--- src/rtl/load_store_unit_pkg.sv ---
// -----------------------------------------------------------------------------
// lsu_pkg
// Shared definitions for the MEM-stage load/store unit, the instruction
// decoder and the data memory: FSM state type, funct3 field constants and
// the size / byte-lane decode helpers.
// -----------------------------------------------------------------------------
package lsu_pkg;

    typedef enum logic {
        IDLE   = 1'b0,
        SECOND = 1'b1
    } lsu_state_t;

    // funct3[1:0] selects the access size, funct3[2] marks an unsigned load.
    localparam logic [1:0] SIZE_B = 2'd0;
    localparam logic [1:0] SIZE_H = 2'd1;
    localparam logic [1:0] SIZE_W = 2'd2;
    localparam logic [1:0] SIZE_D = 2'd3;

    localparam int         F3_UNSIGNED_BIT = 2;
    localparam logic [2:0] F3_LOAD_ILLEGAL = 3'b111;

    // Access size in bytes (1, 2, 4 or 8).
    function automatic logic [3:0] size_bytes(input logic [1:0] size_code);
        return 4'd1 << size_code;
    endfunction

    // Byte lanes touched by an access, spanning two doublewords:
    // bits [7:0] belong to the first beat, bits [15:8] to the second.
    function automatic logic [15:0] lane_mask(input logic [1:0] size_code,
                                              input logic [2:0] off);
        logic [15:0] m;
        m = 16'h0000;
        case (size_code)
            SIZE_B:  m = 16'h0001;
            SIZE_H:  m = 16'h0003;
            SIZE_W:  m = 16'h000F;
            SIZE_D:  m = 16'h00FF;
            default: m = 16'h0000;
        endcase
        return m << off;
    endfunction

endpackage

--- src/rtl/load_store_unit_if.sv ---
// -----------------------------------------------------------------------------
// load_store_unit_if
// Bundles the pipeline request/response handshake and the data-memory
// doubleword port of the load/store unit.
//   slave  : the LSU (takes requests, returns responses, drives memory beats)
//   master : its environment (pipeline side plus data memory read data)
// Signals:
//   req_valid/req_ready/req_we/req_funct3/req_addr/req_wdata  access request
//   resp_valid/resp_rdata/resp_fault                          1-cycle response
//   mem_req/mem_addr/mem_we/mem_wstrb/mem_wdata               memory beat
//   mem_rdata                                                 combinational read
// -----------------------------------------------------------------------------
interface load_store_unit_if #(
    parameter int XLEN = 64
);
    logic            req_valid;
    logic            req_ready;
    logic            req_we;
    logic [2:0]      req_funct3;
    logic [XLEN-1:0] req_addr;
    logic [XLEN-1:0] req_wdata;

    logic            resp_valid;
    logic [XLEN-1:0] resp_rdata;
    logic            resp_fault;

    logic            mem_req;
    logic [XLEN-1:0] mem_addr;
    logic            mem_we;
    logic [7:0]      mem_wstrb;
    logic [XLEN-1:0] mem_wdata;
    logic [XLEN-1:0] mem_rdata;

    modport slave (
        input  req_valid, req_we, req_funct3, req_addr, req_wdata,
        output req_ready,
        output resp_valid, resp_rdata, resp_fault,
        output mem_req, mem_addr, mem_we, mem_wstrb, mem_wdata,
        input  mem_rdata
    );

    modport master (
        output req_valid, req_we, req_funct3, req_addr, req_wdata,
        input  req_ready,
        input  resp_valid, resp_rdata, resp_fault,
        input  mem_req, mem_addr, mem_we, mem_wstrb, mem_wdata,
        output mem_rdata
    );

endinterface

--- src/rtl/load_store_unit_load_align_ext.sv ---
// -----------------------------------------------------------------------------
// load_align_ext
// Combinational load data path: takes the two doublewords a load may span,
// shifts the addressed bytes down to bit 0, keeps the access size and
// sign- or zero-extends to 64 bits.
// Ports:
//   lo     in  64  first doubleword (beat0 / only beat)
//   hi     in  64  second doubleword (beat1, zero when not split)
//   off    in  3   byte offset of the access inside lo
//   funct3 in  3   load funct3 (size in [1:0], unsigned in [2])
//   data   out 64  extended load result
// -----------------------------------------------------------------------------
module load_align_ext
    import lsu_pkg::*;
(
    input  logic [63:0] lo,
    input  logic [63:0] hi,
    input  logic [2:0]  off,
    input  logic [2:0]  funct3,
    output logic [63:0] data
);

    logic [63:0] window;
    logic        zext;

    always_comb begin
        // NOTE: every output of a combinational block gets a value before any
        // branching, so no path can leave it unassigned and infer a latch.
        window = 64'({hi, lo} >> {off, 3'b000});
        zext   = funct3[F3_UNSIGNED_BIT];
        data   = window;
        case (funct3[1:0])
            SIZE_B:  data = zext ? {56'b0, window[7:0]}  : {{56{window[7]}},  window[7:0]};
            SIZE_H:  data = zext ? {48'b0, window[15:0]} : {{48{window[15]}}, window[15:0]};
            SIZE_W:  data = zext ? {32'b0, window[31:0]} : {{32{window[31]}}, window[31:0]};
            default: data = window;   // doubleword: nothing to extend
        endcase
    end

endmodule

--- src/rtl/load_store_unit.sv ---
// -----------------------------------------------------------------------------
// load_store_unit
// MEM-stage load/store unit of the RV64 core. Accepts one access per
// handshake, drives the 8-byte aligned data memory port with byte strobes,
// splits accesses crossing a doubleword boundary into two beats and returns
// merged, extended load data. Illegal or out-of-range accesses fault without
// touching memory.
// Ports:
//   clk    in  clock
//   rst_n  in  asynchronous active-low reset
//   bus    slave side of load_store_unit_if (request, response, memory beat)
// Timing: unsplit access responds 1 cycle after accept, split access 2 cycles.
// -----------------------------------------------------------------------------
module load_store_unit
    import lsu_pkg::*;
#(
    parameter int XLEN          = 64,
    parameter int MEM_ADDR_BITS = 10
) (
    input  logic                  clk,
    input  logic                  rst_n,
    load_store_unit_if.slave      bus
);

    // Compared at XLEN+1 bits so a carry out of base+8 counts as out of range.
    localparam logic [XLEN:0] MEM_LIMIT = {{XLEN{1'b0}}, 1'b1} << MEM_ADDR_BITS;
    localparam logic [XLEN:0] DWORD     = {{(XLEN-3){1'b0}}, 4'd8};

    lsu_state_t state, state_next;

    // Request decode (valid in IDLE)
    logic [2:0]      offset;
    logic [XLEN-1:0] base;
    logic [XLEN:0]   base_hi;
    logic [1:0]      size_code;
    logic            split;
    logic [15:0]     mask16;
    logic            illegal;
    logic            out_of_range;
    logic            fault;

    // Fields held across the two beats of a split access
    logic            cap_we;
    logic [2:0]      cap_funct3;
    logic [2:0]      cap_off;
    logic [XLEN-1:0] cap_addr_hi;
    logic [XLEN-1:0] cap_wdata;
    logic [7:0]      cap_strb_hi;
    logic [XLEN-1:0] cap_rdata_lo;
    logic            cap_en;

    // Completion of the current access
    logic            done;
    logic            done_fault;
    logic            access_we;
    logic [XLEN-1:0] done_rdata;

    // Load alignment inputs, muxed by state
    logic [XLEN-1:0] align_lo;
    logic [XLEN-1:0] align_hi;
    logic [2:0]      align_off;
    logic [2:0]      align_funct3;
    logic [XLEN-1:0] align_data;

    logic            resp_valid_q;
    logic [XLEN-1:0] resp_rdata_q;
    logic            resp_fault_q;

    always_comb begin
        offset       = bus.req_addr[2:0];
        base         = {bus.req_addr[XLEN-1:3], 3'b000};
        base_hi      = {1'b0, base} + DWORD;
        size_code    = bus.req_funct3[1:0];
        split        = ({1'b0, offset} + size_bytes(size_code)) > 4'd8;
        mask16       = lane_mask(size_code, offset);
        illegal      = bus.req_we ? bus.req_funct3[F3_UNSIGNED_BIT]
                                  : (bus.req_funct3 == F3_LOAD_ILLEGAL);
        out_of_range = ({1'b0, base} >= MEM_LIMIT) || (split && (base_hi >= MEM_LIMIT));
        fault        = illegal || out_of_range;
    end

    // FSM next state, memory beat and completion
    always_comb begin
        state_next    = state;
        bus.req_ready = 1'b0;
        bus.mem_req   = 1'b0;
        bus.mem_addr  = '0;
        bus.mem_we    = 1'b0;
        bus.mem_wstrb = 8'h00;
        bus.mem_wdata = '0;
        cap_en        = 1'b0;
        done          = 1'b0;
        done_fault    = 1'b0;
        access_we     = bus.req_we;
        align_lo      = bus.mem_rdata;
        align_hi      = '0;
        align_off     = offset;
        align_funct3  = bus.req_funct3;

        case (state)
            IDLE: begin
                bus.req_ready = 1'b1;
                if (bus.req_valid) begin
                    if (fault) begin
                        done       = 1'b1;
                        done_fault = 1'b1;
                    end else begin
                        bus.mem_req   = 1'b1;
                        bus.mem_addr  = base;
                        bus.mem_we    = bus.req_we;
                        bus.mem_wstrb = mask16[7:0];
                        bus.mem_wdata = bus.req_wdata << {offset, 3'b000};
                        if (split) begin
                            cap_en     = 1'b1;
                            state_next = SECOND;
                        end else begin
                            done = 1'b1;
                        end
                    end
                end
            end
            SECOND: begin
                bus.mem_req   = 1'b1;
                bus.mem_addr  = cap_addr_hi;
                bus.mem_we    = cap_we;
                bus.mem_wstrb = cap_strb_hi;
                // off >= 1 whenever an access splits, so the shift is < 64.
                bus.mem_wdata = cap_wdata >> (7'd64 - {1'b0, cap_off, 3'b000});
                access_we     = cap_we;
                align_lo      = cap_rdata_lo;
                align_hi      = bus.mem_rdata;
                align_off     = cap_off;
                align_funct3  = cap_funct3;
                done          = 1'b1;
                state_next    = IDLE;
            end
            default: state_next = IDLE;
        endcase

        done_rdata = (done_fault || access_we) ? '0 : align_data;
    end

    load_align_ext u_align (
        .lo     (align_lo),
        .hi     (align_hi),
        .off    (align_off),
        .funct3 (align_funct3),
        .data   (align_data)
    );

    always_ff @(posedge clk or negedge rst_n) begin
        // NOTE: sequential state uses non-blocking assignments so every flop
        // samples its inputs from before the edge, independent of block order.
        if (!rst_n) begin
            state <= IDLE;
        end else begin
            state <= state_next;
        end
    end

    // NOTE: the capture registers are reset as well; they are few, and it keeps
    // the beat1 drive values defined even though they are only used in SECOND.
    always_ff @(posedge clk or negedge rst_n) begin
        if (!rst_n) begin
            cap_we       <= 1'b0;
            cap_funct3   <= 3'b000;
            cap_off      <= 3'b000;
            cap_addr_hi  <= '0;
            cap_wdata    <= '0;
            cap_strb_hi  <= 8'h00;
            cap_rdata_lo <= '0;
        end else if (cap_en) begin
            cap_we       <= bus.req_we;
            cap_funct3   <= bus.req_funct3;
            cap_off      <= offset;
            cap_addr_hi  <= base_hi[XLEN-1:0];
            cap_wdata    <= bus.req_wdata;
            cap_strb_hi  <= mask16[15:8];
            cap_rdata_lo <= bus.mem_rdata;
        end
    end

    // Response: valid pulses for one cycle, data and fault hold until the next.
    always_ff @(posedge clk or negedge rst_n) begin
        if (!rst_n) begin
            resp_valid_q <= 1'b0;
            resp_rdata_q <= '0;
            resp_fault_q <= 1'b0;
        end else begin
            resp_valid_q <= done;
            if (done) begin
                resp_rdata_q <= done_rdata;
                resp_fault_q <= done_fault;
            end
        end
    end

    assign bus.resp_valid = resp_valid_q;
    assign bus.resp_rdata = resp_rdata_q;
    assign bus.resp_fault = resp_fault_q;

endmodule

--- src/flat_wrapper.sv ---
// flat-port wrapper written by rule: the top's interface ports become plain ports
module load_store_unit_flat import lsu_pkg::*;
#(
    parameter int XLEN          = 64,
    parameter int MEM_ADDR_BITS = 10
)
  (clk, rst_n, bus_req_valid, bus_req_we, bus_req_funct3, bus_req_addr, bus_req_wdata, bus_req_ready, bus_resp_valid, bus_resp_rdata, bus_resp_fault, bus_mem_req, bus_mem_addr, bus_mem_we, bus_mem_wstrb, bus_mem_wdata, bus_mem_rdata);
  load_store_unit_if #(.XLEN(XLEN)) bus_i ();
  input  logic clk;
  input  logic rst_n;
  input wire logic [$bits(bus_i.req_valid)-1:0] bus_req_valid;
  input wire logic [$bits(bus_i.req_we)-1:0] bus_req_we;
  input wire logic [$bits(bus_i.req_funct3)-1:0] bus_req_funct3;
  input wire logic [$bits(bus_i.req_addr)-1:0] bus_req_addr;
  input wire logic [$bits(bus_i.req_wdata)-1:0] bus_req_wdata;
  output wire logic [$bits(bus_i.req_ready)-1:0] bus_req_ready;
  output wire logic [$bits(bus_i.resp_valid)-1:0] bus_resp_valid;
  output wire logic [$bits(bus_i.resp_rdata)-1:0] bus_resp_rdata;
  output wire logic [$bits(bus_i.resp_fault)-1:0] bus_resp_fault;
  output wire logic [$bits(bus_i.mem_req)-1:0] bus_mem_req;
  output wire logic [$bits(bus_i.mem_addr)-1:0] bus_mem_addr;
  output wire logic [$bits(bus_i.mem_we)-1:0] bus_mem_we;
  output wire logic [$bits(bus_i.mem_wstrb)-1:0] bus_mem_wstrb;
  output wire logic [$bits(bus_i.mem_wdata)-1:0] bus_mem_wdata;
  input wire logic [$bits(bus_i.mem_rdata)-1:0] bus_mem_rdata;
  assign bus_i.req_valid = bus_req_valid;
  assign bus_i.req_we = bus_req_we;
  assign bus_i.req_funct3 = bus_req_funct3;
  assign bus_i.req_addr = bus_req_addr;
  assign bus_i.req_wdata = bus_req_wdata;
  assign bus_req_ready = bus_i.req_ready;
  assign bus_resp_valid = bus_i.resp_valid;
  assign bus_resp_rdata = bus_i.resp_rdata;
  assign bus_resp_fault = bus_i.resp_fault;
  assign bus_mem_req = bus_i.mem_req;
  assign bus_mem_addr = bus_i.mem_addr;
  assign bus_mem_we = bus_i.mem_we;
  assign bus_mem_wstrb = bus_i.mem_wstrb;
  assign bus_mem_wdata = bus_i.mem_wdata;
  assign bus_i.mem_rdata = bus_mem_rdata;
  load_store_unit #(.XLEN(XLEN), .MEM_ADDR_BITS(MEM_ADDR_BITS)) u_core (.clk(clk), .rst_n(rst_n), .bus(bus_i));
endmodule
--- config.mk ---
export PLATFORM = sky130hd
export DESIGN_NAME = load_store_unit_flat
export DESIGN_NICKNAME = d
export VERILOG_FILES = /design/src/rtl/load_store_unit_pkg.sv /design/src/rtl/load_store_unit_if.sv /design/src/rtl/load_store_unit_load_align_ext.sv /design/src/rtl/load_store_unit.sv /design/src/flat_wrapper.sv
export SDC_FILE = /design/constraint.sdc
export NUM_CORES = 1
export LEC_CHECK = 0
export ABC_AREA = 1
export CAP_MARGIN = 5
export CELL_PAD_IN_SITES_DETAIL_PLACEMENT = 0
export CELL_PAD_IN_SITES_GLOBAL_PLACEMENT = 1
export CORE_MARGIN = 3
export CORE_UTILIZATION = 25
export DETAILED_ROUTE_END_ITERATION = 16
export PLACE_DENSITY_LB_ADDON = 0.1
export SYNTH_ARGS = -nofsm -noshare
export SYNTH_HDL_FRONTEND = slang
export SYNTH_SLANG_ARGS = --single-unit
--- constraint.sdc ---
create_clock -name clk -period 3.7 [get_ports clk]
set_clock_uncertainty 0.1 [all_clocks]
set_input_delay 0.74 -clock clk [delete_from_list [all_inputs] [get_ports clk]]
set_output_delay 0.74 -clock clk [all_outputs]
set_load 0.005 [all_outputs]
# ---- Yosys cells after proc, flatten, opt, wreduce, memory -nomap -nowiden
# Index checks and enable logic that the tools add are counted.
dict set report word_totals {
  out_inout_bits 205
  inputBits 199
  regBits 274
}
dict set report op_classes {
  addsub 3
  reduce_logical 6
  order_cmp 3
  eq_ne 6
  shift 5
  bitwise_logic 1
  muxes 40
}
# op n
set ops {}
lappend ops {{$mux W64} 10}
lappend ops {{$pmux W64 S2} 2}
lappend ops {{$pmux W64 S3} 1}
lappend ops {{$shr A128 B6 Y64} 1}
lappend ops {{$add A64 B4 Y65 const B} 1}
lappend ops {{$ge A65 B11 Y1 const B} 1}
lappend ops {{$ge A64 B11 Y1 const B} 1}
lappend ops {{$pmux W16 S4} 1}
lappend ops {{$shl A64 B6 Y64} 1}
lappend ops {{$shr A64 B7 Y64} 1}
lappend ops {{$mux W1} 17}
lappend ops {{$mux W8} 2}
lappend ops {{$pmux W8 S2} 1}
lappend ops {{$shl A16 B3 Y16} 1}
lappend ops {{$pmux W1 S2} 4}
lappend ops {{$sub A7 B6 Y7 const A} 1}
lappend ops {{$eq A2 B2 Y1 const B} 3}
lappend ops {{$mux W3} 2}
lappend ops {{$add A3 B4 Y4} 1}
lappend ops {{$eq A2 B1 Y1 const B} 2}
lappend ops {{$gt A4 B4 Y1 const B} 1}
lappend ops {{$logic_not A2 Y1} 2}
lappend ops {{$shl A1 B2 Y4 const A} 1}
lappend ops {{$eq A3 B3 Y1 const B} 1}
lappend ops {{other kinds (3)} 5}

# ---- Depth between registers and ports, before layout
# Gate-level depths: netlist (run 1).
dict set report depth {
  depth_word 11
  ltp_mapped 23
  ltp_nobuf 22
}

# ---- Cells and area by module
# Synthesis (run 1) repeated with hierarchy kept, for this count alone.
dict set report hier_totals {
  hier_cells 3753
  area_unflattened_um2 22415.2
}
# module instances seq_area_each_um2 area_each_um2 cells_per_inst
set modules_own_cells {}
lappend modules_own_cells {load_store_unit 1 6756.5 18509.0 2937}
lappend modules_own_cells {load_align_ext 1 0.0 3906.2 816}

# ---- Worst setup path before layout (run 1)
# OpenSTA, ideal clock, no wires.
dict set report synth_path {
  kind {in2out}
  startpoint {input bus_req_addr[1]}
  endpoint {output bus_mem_wdata[32]}
  arrival_time_ps 2963
  path_stages 13
  required_ps 2860
  path_buffers 4
  slack_ps -103
  cell_sequence {clkbuf_1 > inv_1 > clkbuf_1 > buf_1 > fa_1 > xor2_1 > a31oi_1 > nand2_1 > nand2_1 > nor2_4 > nand2_1 > buf_2 > o21bai_1}
}
dict set report synth_via {
  elab_chain_len 8
  word_cells_on_any_way 9
  cone_classes {add/sub: 1; order compare: 1; shift: 1; mux: 3; reduce/logical: 3}
}
# element line
set synth_lines {}
lappend synth_lines {{start, declared} flat_wrapper.sv:14} ;# input wire logic [$bits(bus_i.req_addr)-1:0] bus_req_addr;
lappend synth_lines {{$add A3 B4 Y4} load_store_unit.sv:74} ;# split = ({1'b0, offset} + size_bytes(size_code)) > 4'd8;
lappend synth_lines {{$gt A4 B4 Y1} load_store_unit.sv:74}
lappend synth_lines {{$logic_and A1 B1 Y1} load_store_unit.sv:78} ;# out_of_range = ({1'b0, base} >= MEM_LIMIT) || (split && (base_hi >= MEM_LIMIT));
lappend synth_lines {{$logic_or A1 B1 Y1} load_store_unit.sv:78}
lappend synth_lines {{$logic_or A1 B1 Y1} load_store_unit.sv:79} ;# fault = illegal || out_of_range;
lappend synth_lines {{$mux W64 *} load_store_unit.sv:104} ;# if (fault) begin
lappend synth_lines {{$mux W64 *} load_store_unit.sv:103} ;# if (bus.req_valid) begin
lappend synth_lines {{$pmux W64 S2 *} load_store_unit.sv:100} ;# case (state)
lappend synth_lines {{end, declared} flat_wrapper.sv:24} ;# output wire logic [$bits(bus_i.mem_wdata)-1:0] bus_mem_wdata;
# Mark *: on every way between the ends. The rest lies on a longest branch, timed or not.

# ---- Final worst setup path (run 1)
dict set report layout_path {
  startpoint {input bus_req_addr[37]}
  endpoint {output bus_mem_wdata[44]}
}
dict set report layout_via {
  elab_chain_len 8
  word_cells_on_any_way 9
  cone_classes {add/sub: 1; order compare: 2; mux: 3; reduce/logical: 3}
}
# element line
set layout_lines {}
lappend layout_lines {{$add A64 B4 Y65} load_store_unit.sv:72} ;# base_hi = {1'b0, base} + DWORD;
lappend layout_lines {{$ge A65 B11 Y1} load_store_unit.sv:78}
lappend layout_lines {{$logic_and A1 B1 Y1} load_store_unit.sv:78}
lappend layout_lines {{$logic_or A1 B1 Y1 *} load_store_unit.sv:78}
lappend layout_lines {{$logic_or A1 B1 Y1 *} load_store_unit.sv:79}
lappend layout_lines {{$mux W64 *} load_store_unit.sv:104}
lappend layout_lines {{$mux W64 *} load_store_unit.sv:103}
lappend layout_lines {{$pmux W64 S2 *} load_store_unit.sv:100}
# Marked as above.

==> impl_metrics.csv, run 1 <==
group,metric,value,unit
global_routing,grt_pass1_vias,25330,
logic_synthesis,synth_top_family_by_area,"simple AND/OR/NAND/NOR gates",
run_status,status,"finished, violations left",
critical_path,critPathLaunchType,"input port",
logic_synthesis,netlist_instances,3438,
floorplanning,coreArea,82600,um^2
logic_synthesis,synth_mux_area_share,1.62,%
final_layout,stdcell_area,32000,um^2
placement,post-place-ws,-1700,ps
placement,hpwlAfterDp,86300,um
clock_network,clkTransAtPathRegs,50,ps
timing,drv_slew,0,
timing,maxSlewHeadroom,24.8,%
global_routing,grt_max_degree,138,
logic_synthesis,synth_cell_type_count,48,
flow_run,maxCapViolCount,0,
timing,period_minus_slack,4330,ps
logic_synthesis,synth_area,21000,um^2
critical_path,crit_path_max_fanout,6,
critical_path,cp.buffers_inverters,8,
logic_synthesis,synth-async-reset-ratio,100,%
detailed_routing,num_vias,25470,
clock_network,cts_sinks,270,
floorplanning,die_height,296,um
logic_synthesis,synth_seq_cells,270,
timing,worstMarginPinSlew,1130,ps
critical_path,regToRegSetupSlack,400,ps
power,p_leak,15.7,nW
timing,rsz0062_at_grt,"true",
floorplanning,die_w,296,um
logic_synthesis,yosys.area_share.simple,32.4,%
timing,fmax,231,MHz
final_layout,finalNonFillerCells,5267,
clock_network,clkLatencyLatePin,600,ps
power,max-vdd-ir-drop,293,uV
power,combPwrFrac,21.2,%
logic_synthesis,synth_compound_area_share,20.3,%
hold_path,worstHoldPathType,"in2async",
run_status,violations,"negative setup slack",
logic_synthesis,avgSynthCellArea,6.11,um^2
critical_path,cp_cell_sequence,"clkdlybuf4s15_1 > nand2_1 > nor2_2 > buf_4 > buf_4 > and2_1 > nand3_1 > nand2_1 > nand2_1 > nor2_1 > nand2_1 > inv_1 > nand2_1 > nor2_2 > nand2_1 > nand2_2 > nand2_4 > nor2_4 > buf_6 > nand2_4 > buf_8 > buf_12 > o21ai_4 > buf_2",
detailed_routing,postRouteAntennaNets,0,
power,clkPwrFrac,44.1,%
floorplanning,start_util,25.4,%
critical_path,worstPathRequired,2860,ps
logic_synthesis,synthTopCellsByArea,"dfrtp_1, nand2_1, o21ai_0, inv_1, nor2_1",
detailed_routing,routed_wl,111000,um
clock_network,cts_max_level,2,
power,power_switching,2.65,mW
placement,io_buffers,400,
critical_path,cp_slowest_cell,"clkdlybuf4s15_1",
power,p_sw_share,30.4,%
power,power.internal,6.06,mW
critical_path,path_common_cell,"nand2_1",
floorplanning,boundaryPins,404,
logic_synthesis,synth_top_cell_by_area,"dfrtp_1",
critical_path,max_stage_delay,220,ps
clock_network,cts_made_buffers,37,
global_routing,antenna_found_initial,5,
critical_path,critical_path_arrival,3490,ps
placement,dpl.cell_count,5153,
floorplanning,rows,105,
detailed_routing,drt_drc_violations_left,0,
global_routing,grt_pass1_wl,164000,um
detailed_routing,wl_per_cell,21.1,um
detailed_routing,vias_per_cell,4.84,
global_routing,grt_remaining_overflow,0,
global_routing,grt_usage,24.9,%
placement,placed_area,29400,um^2
logic_synthesis,synth_xor_area_share,0.708,%
logic_synthesis,yosysWarnings,0,
logic_synthesis,synth_top_area_share,32.1,%
power,power.share.sequential,34.6,%
logic_synthesis,ys.flop_type,"dfrtp_1",
power,p_per_area,272,nW/um^2
logic_synthesis,yosysSeqAreaShare,32.1,%
clock_network,clockRootBuffer,"clkbuf_16",
critical_path,critPathKind,"in2out",
final_layout,drive_gt1_share,23.0,%
placement,place_congestion,0.949,
timing,finalWorstSetupSlack,-634,ps
clock_network,clock_path_buffers,3,
critical_path,cp-end-kind,"output pin",
logic_synthesis,yosys.area_share.adder,0.512,%
detailed_routing,first_pass_iters,7,
detailed_routing,drtIter0Drc,1743,
timing,setup_viol,81,
final_layout,final_nets,4377,
critical_path,cp_top_family,"simple AND/OR/NAND/NOR gates",
floorplanning,die-area,87600,um^2
final_layout,syn2layout_area_growth,52.2,%
timing,finalHoldViolCount,0,
logic_synthesis,synth_edf_count,0,
power,finalPower,8.71,mW
timing,period_share,117,%
clock_network,cts_tree,"built",
power groups by stage:
stage               clock network [mW]  logic [mW]  registers, mW
floorplan                            0       0.637           3.07
global placement                     0        1.80           3.07
detailed placement                   0        1.79           3.07
CTS                               3.97        1.84           3.02
global route                      4.07        2.01           3.02
finish                            3.84        1.85           3.02
routing by layer:
layer	vias up	part of all wire, %	track usage, %
li1	12589	-	-
met1	12058	44	32.4
met2	678	49	43.1
met3	141	4.6	2.99
met4	4	3.1	7.36
met5	-	0.023	0
cell families after synthesis:
| family | after synthesis |
|---|---|
| AOI/OAI and AO/OA | 775 |
| xor gates and xnor gates | 17 |
| adders and majority gates | 8 |
| buffers and inverters | 658 |
| DFF | 270 |
| muxes | 34 |
| other | 1 |
| and+or+nand+nor | 1675 |
worst paths after layout:
path	endpoint	depth (start not counted)	start
min in group clk	u_core.bus.resp_rdata[38]	2	u_core.bus.resp_rdata[38]
min reg2reg	u_core.bus.resp_rdata[38]	2	u_core.bus.resp_rdata[38]
max	bus_mem_wdata[44]	24	bus_req_addr[37]
min	u_core.bus.resp_rdata[3]	1	rst_n
max in group asynchronous	u_core.cap_wdata[50]	2	rst_n
max reg2reg	u_core.bus.resp_rdata[48]	15	u_core.state
metrics by stage:
| step | TNS [ps] | utilization, % | hold slack (ps) |
|---|---|---|---|
| 2_1_floorplan | 0 | - | 344 |
| 6_report | -44610 | 38.7 | 39.2 |
| 4_1_cts | -48620 | 38.3 | 60.7 |
| 3_5_place_dp | -282980 | 35.6 | 365 |
| 3_3_place_gp | -298400 | 35.6 | 361 |
| 5_1_grt | -61250 | 38.7 | 83.4 |
worst reg2reg max path: stages (launching register included):
cell	delay [ps]
dfrtp_4	480
inv_1	90
buf_4	450
nand2_1	200
nand2_2	120
buf_4	130
buf_12	180
buf_12	160
mux2i_1	90
mux2i_1	190
nor2_1	60
a311oi_1	540
buf_4	220
nor2_1	40
nand4_1	90
nand2_1	50
sequential cells by signal, summed over array words and instances, names as in the netlist:
| register | cells |
|---|---|
| u_core.bus.resp_fault | 1 |
| u_core.bus.resp_rdata | 64 |
| u_core.bus.resp_valid | 1 |
| u_core.cap_addr_hi | 61 |
| u_core.cap_funct3 | 3 |
| u_core.cap_off | 3 |
| u_core.cap_rdata_lo | 64 |
| u_core.cap_strb_hi | 7 |
| u_core.cap_wdata | 64 |
| u_core.cap_we | 1 |
| u_core.state | 1 |
layout make-up:
class                      instances  area [um^2]
clock inverter                     9          200
sequential                       270         6760
fill                            8999        50700
inverter                         427         1610
tap                             1070         1340
timing repair buffer             922         8140
clock buffer                      54         1070
multi-input combinational       2512        12800
antenna                            3         7.51
Yosys cell counts (all sizes together), types with 34 or more instances:
master	count
dfrtp	270
clkbuf	135
a21oi	88
nand4	95
nand2	1110
o21ai	536
buf	96
nand3	132
o22ai	38
nor2	312
mux2i	34
inv	422
what timing repair did:
| item | CTS | global route |
|---|---|---|
| gates resized for setup | 766 | 103 |
| gates cloned | 5 | 1 |
| pin swaps | 71 | 32 |
| endpoints found under the setup margin | 180 | 81 |
| endpoints found under the hold margin | 0 | 0 |
| setup buffers | 39 | 10 |
| hold buffers | 0 | 0 |
cells in the final DEF (no fill, tap or decap), types with 68 or more instances in the layout:
| master | n |
|---|---|
| nand4_1 | 95 |
| nand2_1 | 1016 |
| o21ai_0 | 453 |
| nor2_1 | 232 |
| buf_2 | 85 |
| a21oi_1 | 88 |
| inv_1 | 413 |
| buf_4 | 454 |
| nand3_1 | 104 |
| nand2_2 | 68 |
| clkdlybuf4s50_1 | 254 |
| dfrtp_1 | 268 |
No activity file was read; power rests on OpenSTA's default activity.
==> run 2: changes to the inputs <==
Settings changed: SLEW_MARGIN set to 25.
==> run 2 against run 1 <==
Compared with the run above:
- the run still ends with negative setup slack left
- core utilization grew 0.23 points
- worst hold slack better by 25 ps
- sequential power about the same
- clock power down 2%
- sequential share of layout area is 0.13 points lower
- maximum frequency decreased by 2.5%
- total power shrank 0.79%
- global-route usage decreased by 0.066 points
- register-to-register slack about the same
- worst setup slack worse by 110 ps
- via count rose by 0.79%
- design area is 0.59% higher
==> impl_metrics.csv, run 2 (synthesis gave the netlist of run 1 again) <==
group,metric,value,unit
placement,io_buffers,400,
detailed_routing,first_pass_iters,5,
placement,hpwlAfterDp,86400,um
floorplanning,boundaryPins,404,
placement,place_congestion,0.949,
final_layout,syn2layout_area_growth,53.1,%
floorplanning,coreArea,82600,um^2
timing,maxSlewHeadroom,51.6,%
timing,finalHoldViolCount,0,
critical_path,path_common_cell,"nand2_4",
global_routing,grt_pass1_vias,25293,
run_status,violations,"negative setup slack",
power,p_per_area,269,nW/um^2
final_layout,mostFrequentLayoutCell,"nand2_1",
critical_path,max_stage_delay,230,ps
final_layout,seqCellArea,6760,um^2
timing,period_share,120,%
critical_path,rr_worst_depth,16,
timing,rsz0062_at_grt,"true",
final_layout,finalNonFillerCells,5290,
floorplanning,rows,105,
power,max-vdd-ir-drop,263,uV
clock_network,clkTransAtPathRegs,50,ps
critical_path,cp-end-kind,"output pin",
detailed_routing,wl_met2,53700,um
final_layout,fillerInstances,8968,
clock_network,cts_max_level,2,
critical_path,critical_path_arrival,3610,ps
detailed_routing,met1Wirelength,47800,um
detailed_routing,drt_drc_violations_left,0,
floorplanning,die-area,87600,um^2
critical_path,crit_path_max_fanout,5,
critical_path,critPathKind,"in2out",
clock_network,clockRootBuffer,"clkbuf_16",
global_routing,grt_remaining_overflow,0,
timing,hold_slack,63.8,ps
critical_path,critPathLaunchType,"input port",
timing,period_minus_slack,4450,ps
global_routing,grt_max_degree,138,
global_routing,grt_pass1_wl,164000,um
critical_path,worstPathRequired,2860,ps
clock_network,clock_path_buffers,3,
critical_path,cp_slowest_cell,"nor2_4",
detailed_routing,vias_per_cell,4.85,
detailed_routing,num_vias,25671,
floorplanning,die_w,296,um
final_layout,final_nets,4397,
clock_network,cts_made_buffers,38,
clock_network,clkLatencyLatePin,570,ps
timing,finalSetupTns,-46190,ps
final_layout,multi_input_area,12900,um^2
detailed_routing,drtIter0Drc,1669,
final_layout,drive_gt1_share,24.1,%
global_routing,grt_usage,24.8,%
run_status,status,"finished, violations left",
clock_network,hold_buffers,0,
clock_network,cts_tree,"built",
timing,drv_slew,0,
timing,finalWorstSetupSlack,-747,ps
detailed_routing,postRouteAntennaNets,0,
floorplanning,start_util,25.4,%
final_layout,layout_common_cells,"nand2_1, buf_4, o21ai_0, inv_1, dfrtp_1",
power,p_leak,15.8,nW
hold_path,worstHoldPathType,"in2async",
detailed_routing,routed_wl,111000,um
detailed_routing,met3_length,5790,um
floorplanning,die_height,296,um
detailed_routing,top_layer,"met5",
timing,fmax,225,MHz
clock_network,cts_sinks,270,
timing,worstMarginPinSlew,727,ps
placement,dpl.cell_count,5153,
global_routing,antenna_found_initial,4,
detailed_routing,wl_per_cell,20.9,um
timing,setup_viol,81,
flow_run,maxCapViolCount,0,
run 2: what timing repair did:
action,CTS,global route
pin swaps,97,49
buffers inserted,42,24
resized for setup,822,130
setup endpoints to repair,189,134
cloned,5,0
run 2: worst paths after layout:
check	slack, ps	endpoint	startpoint
worst max-delay path	-750	bus_mem_wdata[22]	bus_req_addr[4]
worst min-delay path	60	u_core.bus.resp_rdata[8]	rst_n
worst max register to register	390	u_core.bus.resp_rdata[31]	u_core.state
worst min register to register	380	u_core.bus.resp_rdata[38]	u_core.bus.resp_rdata[38]
max in group asynchronous	2500	u_core.cap_wdata[50]	rst_n
min in group clk	380	u_core.bus.resp_rdata[38]	u_core.bus.resp_rdata[38]
run 2: area by class of cell:
cell class | instances | area share (%)
clock buffer | 54 | 3.42
sequential | 270 | 21.0
antenna | 2 | 0.0156
tap | 1070 | 4.16
inverter | 427 | 5.00
timing repair buffer | 941 | 25.7
multi-input combinational | 2512 | 40.1
clock inverter | 14 | 0.564
run 2: layer usage:
| metal | vias up | track usage (%) |
|---|---|---|
| met2 | 768 | 42.8 |
| met4 | 4 | 7.50 |
| li1 | 12643 | - |
| met1 | 12109 | 32.4 |
| met5 | - | 0 |
| met3 | 147 | 2.98 |
run 2: metrics by stage:
step	area [um^2]	power (mW)	util (%)	setup WS (ps)
3_3_place_gp	29400	4.87	35.6	-1750
4_1_cts	31800	8.77	38.4	-793
5_1_grt	32200	9.07	38.9	-893
2_1_floorplan	21000	3.71	-	0.352
3_5_place_dp	29400	4.86	35.6	-1700
6_report	32200	8.64	38.9	-747
run 2: worst max-delay path: cells and delay by family:
family	cells	cell delay, ps
simple gates	19	1680
buf+inv	10	1170
run 2: report_power, final:
group	leakage (nW)	total (mW)	internal (mW)	switching (mW)
combinational	12.3	1.86	0.776	1.08
sequential	2.86	3.02	2.99	0.0244
clock	0.627	3.77	2.23	1.53
